<file path="src/rtl/bus_timer.sv">
// bus_timer: memory-mapped countdown timer responder on the CPU bus.
// Four word registers (CTRL, PRESET, COUNT, STATUS) and a registered IRQ.
module bus_timer #(
    parameter logic [31:0] BASE_ADDR = 32'h00007F00
) (
    input  logic        clk,
    input  logic        reset,
    input  logic [31:2] pr_addr,
    input  logic [3:0]  pr_be,
    input  logic [31:0] pr_wd,
    input  logic        pr_we,
    output logic [31:0] pr_rd,
    output logic        dev_hit,
    output logic        irq
);

    typedef enum logic [1:0] {
        S_IDLE,
        S_LOAD,
        S_CNT,
        S_INT
    } state_t;

    localparam logic [1:0] OFF_CTRL   = 2'd0;
    localparam logic [1:0] OFF_PRESET = 2'd1;
    localparam logic [1:0] OFF_COUNT  = 2'd2;
    localparam logic [1:0] OFF_STATUS = 2'd3;

    state_t      state;
    state_t      state_nx;
    logic [3:0]  ctrl;
    logic [3:0]  ctrl_nx;
    logic [31:0] preset;
    logic [31:0] preset_nx;
    logic [31:0] count;
    logic [31:0] count_nx;
    logic        pending;
    logic        pend_nx;
    logic        irq_nx;

    logic [1:0]  offset;
    logic        wr_hit;
    logic        ctrl_wr;
    logic        preset_wr;
    logic        en;
    logic        auto_reload;
    logic        cnt_done;
    logic        hw_set;
    logic        hw_clr;
    logic        hw_en_clr;

    assign offset      = pr_addr[3:2];
    assign dev_hit     = (pr_addr[31:4] == BASE_ADDR[31:4]);
    assign wr_hit      = pr_we & dev_hit;
    assign ctrl_wr     = wr_hit & (offset == OFF_CTRL) & pr_be[0];
    assign preset_wr   = wr_hit & (offset == OFF_PRESET);
    assign en          = ctrl[0];
    assign auto_reload = (ctrl[2:1] == 2'b01);
    assign cnt_done    = (count <= 32'd1);

    // Countdown sequencing: next state, next count and pending set/clear requests.
    always_comb begin
        state_nx  = state;
        count_nx  = count;
        hw_set    = 1'b0;
        hw_clr    = 1'b0;
        hw_en_clr = 1'b0;
        unique case (state)
            S_IDLE: begin
                if (en) begin
                    state_nx = S_LOAD;
                end
            end
            S_LOAD: begin
                count_nx = preset;
                state_nx = S_CNT;
            end
            S_CNT: begin
                if (!en) begin
                    state_nx = S_IDLE;
                end else if (cnt_done) begin
                    count_nx = 32'd0;
                    state_nx = S_INT;
                    hw_set   = 1'b1;
                end else begin
                    count_nx = count - 32'd1;
                end
            end
            S_INT: begin
                if (auto_reload) begin
                    state_nx = S_LOAD;
                    hw_clr   = 1'b1;
                end else begin
                    state_nx  = S_IDLE;
                    hw_en_clr = 1'b1;
                end
            end
            default: begin
                state_nx = S_IDLE;
            end
        endcase
    end

    // Register-file updates; a bus CTRL write overrides the hardware EN clear
    // and its pending clear beats a simultaneous hardware set.
    always_comb begin
        ctrl_nx   = ctrl;
        preset_nx = preset;
        pend_nx   = pending;
        if (hw_en_clr) begin
            ctrl_nx[0] = 1'b0;
        end
        if (ctrl_wr) begin
            ctrl_nx = pr_wd[3:0];
        end
        if (preset_wr) begin
            for (int b = 0; b < 4; b++) begin
                if (pr_be[b]) begin
                    preset_nx[b*8 +: 8] = pr_wd[b*8 +: 8];
                end
            end
        end
        if (hw_set) begin
            pend_nx = 1'b1;
        end
        if (hw_clr) begin
            pend_nx = 1'b0;
        end
        if (ctrl_wr) begin
            pend_nx = 1'b0;
        end
        irq_nx = pend_nx & ctrl_nx[3];
    end

    // FSM state register.
    always_ff @(posedge clk or posedge reset) begin
        if (reset) begin
            state <= S_IDLE;
        end else begin
            state <= state_nx;
        end
    end

    // Programmer-visible registers and pending flag.
    always_ff @(posedge clk or posedge reset) begin
        if (reset) begin
            ctrl    <= 4'd0;
            preset  <= 32'd0;
            count   <= 32'd0;
            pending <= 1'b0;
        end else begin
            ctrl    <= ctrl_nx;
            preset  <= preset_nx;
            count   <= count_nx;
            pending <= pend_nx;
        end
    end

    // Interrupt output, registered from next-state pending and mask.
    always_ff @(posedge clk or posedge reset) begin
        if (reset) begin
            irq <= 1'b0;
        end else begin
            irq <= irq_nx;
        end
    end

    // Combinational read mux; zero outside the window.
    always_comb begin
        pr_rd = 32'd0;
        if (dev_hit) begin
            unique case (offset)
                OFF_CTRL:   pr_rd = {28'd0, ctrl};
                OFF_PRESET: pr_rd = preset;
                OFF_COUNT:  pr_rd = count;
                OFF_STATUS: pr_rd = {31'd0, pending};
                default:    pr_rd = 32'd0;
            endcase
        end
    end

endmodule

</file>
<file path="config.mk">
export PLATFORM = sky130hd
export DESIGN_NAME = bus_timer
export DESIGN_NICKNAME = d
export VERILOG_FILES = /design/src/rtl/bus_timer.sv
export SDC_FILE = /design/constraint.sdc
export NUM_CORES = 1
export LEC_CHECK = 0
export CAP_MARGIN = 20
export CORE_ASPECT_RATIO = 2
export CORE_UTILIZATION = 45
export DETAILED_ROUTE_END_ITERATION = 16
export PLACE_DENSITY_LB_ADDON = 0.1
export SLEW_MARGIN = 10
export SYNTH_ARGS = -nofsm -noshare
export SYNTH_HDL_FRONTEND = slang
export SYNTH_SLANG_ARGS = --single-unit
export TNS_END_PERCENT = 20
</file>
<file path="constraint.sdc">
create_clock -name clk -period 2.31 [get_ports clk]
set_input_delay 0.231 -clock clk [delete_from_list [all_inputs] [get_ports clk]]
set_output_delay 0.231 -clock clk [all_outputs]
set_load 0.1 [all_outputs]
</file>
==> flow_metrics.py <==
metrics = {
    "global_routing": {
        "maximum_number_of_pins_on_one_net_before_global_route_repair": 29,
        "grt_first_pass_wirelength_um": 22900,
        "grt_antenna_before_repair": 0,
        "first_global_vias": 4610,
        "grt_usage_pct": 30.1,
        "grt-ovfl-total": 0,
    },
    "synth": {
        "seq_area_frac_synth_pct": 43.0,
        "ys_types": 46,
        "synth_fp_nets": 523,
        "post_synth_instance_area_um2": 4190,
        "postSynth.asyncResetShare_pct": 100,
        "prevailing_post_synth_register_cell": "dfrtp_1",
        "ys_seq_elements": 72,
        "synthesis.instances": 452,
        "number_of_enable_type_register_cells_in_the_synthesized_netlist": 0,
        "syn_area_per_cell_um2": 9.27,
        "yosys_warnings": 0,
    },
    "floorplan": {
        "core.rowCount": 49,
        "start_util_pct": 46.5,
        "io_pins": 103,
        "fp.dieArea_um2": 9720,
        "die_w_um": 70.2,
        "placeableCoreArea_um2": 9010,
        "die_height_um": 138,
    },
    "critical_path": {
        "path_class": "input port to output pin",
        "critPathArrivalTime_ns": 2.11,
        "setup.worst_path.start_class": "input port",
        "cp_data_required_time_ns": 2.08,
        "reg2reg_depth": 7,
        "cp-end-kind": "output pin",
        "crit_path_max_fanout": 6,
    },
    "cts": {
        "clockBufferDepth": 2,
        "cts_buffers": 9,
        "htree_num_levels": 3,
        "later_pin_clock_latency_in_the_skew_report_ns": 0.34,
        "clock_tree_sinks": 72,
        "clock-root-buffer": "clkbuf_16",
        "path_clk_slew_ns": 0.06,
        "cts_hold_buf": 0,
        "tritoncts": "done",
    },
    "sta": {
        "finalSetupViolations": 1,
        "drv_slew": 0,
        "timing_worst_slew_pin_value_ns": 0.610,
        "clock_skew_ns": 0.00430,
        "period_needed_ns": 2.34,
        "period_share_pct": 101,
        "final-hold-violation-count": 0,
        "slew_headroom_pct": 59.3,
        "unrepaired_setup_endpoints_after_global_routing": "true",
        "final_worst_setup_slack_ns": -0.0276,
        "maxClockFrequency_ghz": 0.428,
    },
    "drt": {
        "detail_route.iter0.violations": 413,
        "routed_wl_um": 14300,
        "wl_per_cell_um": 20.1,
        "drt_drc_violations_left": 0,
        "drt_first_pass_iters": 5,
        "route.antenna.remaining_nets": 0,
        "route.detailed.vias_per_inst": 6.26,
        "routed-via-count": 4460,
    },
    "outcome": {
        "run_status": "finished, violations left",
        "failing_checks": "negative setup slack",
    },
    "placed_design": {
        "place.port_buffers": 102,
        "finalWeightedCongestion": 0.872,
        "detailedPlacementHpwl_um": 10100,
        "placement.setup.worst_slack_ns": -0.395,
    },
    "cells_and_area": {
        "layout_commonest_cell": "dfrtp_1",
        "layout_common_cells": "dfrtp_1, buf_4, clkdlybuf4s50_1",
        "syn2layout_area_growth_pct": 63.3,
        "drive_gt1_share_pct": 35.6,
        "antenna_cells": 0,
        "nNetsFinal": 676,
    },
    "hold_path": {
        "timing.hold.worst.class": "input port to asynchronous set/reset pin",
    },
    "power": {
        "p_leak_nw": 2.99,
        "powerDensity_nw_per_um2": 422,
        "peakVddDrop_v": 0.000460,
        "totalPowerFinal_mw": 2.89,
    },
    "job": {
        "maxCapViolCount": 0,
    },
}
-- flip-flops by register name (all words and copies together), names as in the netlist --
| name | cells |
|---|---|
| count | 32 |
| ctrl | 4 |
| irq | 1 |
| pending | 1 |
| preset | 32 |
| state | 2 |
-- power by group --
part / internal [mW] / switching, mW / total [mW]
clock: 0.890 / 0.541 / 1.43
sequential: 1.26 / 0.0000000589 / 1.26
combinational: 0.113 / 0.0832 / 0.196
-- layer usage --
metal	share of wire [%]	track usage [%]	up-vias
met5	0	0	-
met4	6.3	18.5	0
met3	4.7	4.96	61
met2	55	55.4	200
met1	34	30.5	2169
li1	-	-	2030
-- cell usage after synthesis, drive strengths merged, types with 5 or more instances --
cell,n,area (um^2)
nor4,14,103
nand3,25,125
dfrtp,72,1800
or4,8,60.1
o311ai,12,105
a32oi,5,43.8
o21ai,9,45.0
clkbuf,21,78.8
nor2b,5,31.3
nand2,31,116
and2,5,31.3
mux2,35,394
nor2,48,183
a21oi,24,120
and3,10,62.6
inv,12,45.0
o211ai,8,60.1
nor3,9,45.0
a22oi,38,285
nand4,8,50.1
or3,9,56.3
buf,6,28.8
-- stage by stage --
| step | setup TNS, ns | instance area [um^2] | hold slack (ns) | instances | util, % |
|---|---|---|---|---|---|
| finish | -0.0276 | 6840 | 0.286 | 712 | 75.9 |
| global route | -0.585 | 6840 | 0.334 | 712 | 75.9 |
| CTS | 0 | 6790 | 0.302 | 711 | 75.3 |
| detailed placement | -17.73 | 6330 | 0.520 | 688 | 70.2 |
| global placement | -15.16 | 6330 | 0.505 | 688 | 70.2 |
| floorplan | -1.85 | 4430 | 0.348 | 452 | - |
-- final cells by class --
cell class,instances,area [um^2]
Clock buffer,11,253
Inverter,12,48.8
Tap cell,102,128
Clock inverter,5,55.1
Timing Repair Buffer,169,2010
Multi-Input combinational cell,341,2550
Fill cell,620,2170
Sequential cell,72,1800
-- final timing paths --
check	slack, ns	endpoint	from
worst max-delay path	-0.03	pr_rd[10]	pr_addr[29]
worst min-delay path	0.29	count[29]	reset
worst max register to register	0.07	count[2]	count[21]
worst min register to register	0.53	ctrl[1]	ctrl[1]
max in group asynchronous	1.46	count[9]	reset
min in group clk	0.49	ctrl[0]	pr_wd[0]
-- kinds of logic (layout without fill, tap and decap cells) --
| kind of cell | count (synthesis) | after routing | share of synthesized area (%) |
|---|---|---|---|
| buffers and inverters | 39 | 197 | 3.64 |
| multiplexers | 39 | 39 | 10.7 |
| AND/OR/NAND/NOR | 187 | 187 | 23.3 |
| adder cells (fa/ha/maj) | 2 | 2 | 0.597 |
| flip-flops | 72 | 72 | 43.0 |
| AO/OA/AOI/OAI | 113 | 113 | 18.8 |
-- critical path, cell delays in order --
cell    delay (ns)
buf_6         0.09
or4b_4        0.52
or4_4         0.58
buf_12        0.18
buf_16        0.16
nor2_4        0.14
buf_12        0.19
-- timing repair --
item | CTS | global route
pin swaps | 13 | 9
setup buffers | 4 | 1
gates cloned | 4 | 0
resized for setup | 55 | 17
endpoints found under the setup margin | 41 | 57
No activity file was read; power rests on OpenSTA's default activity.
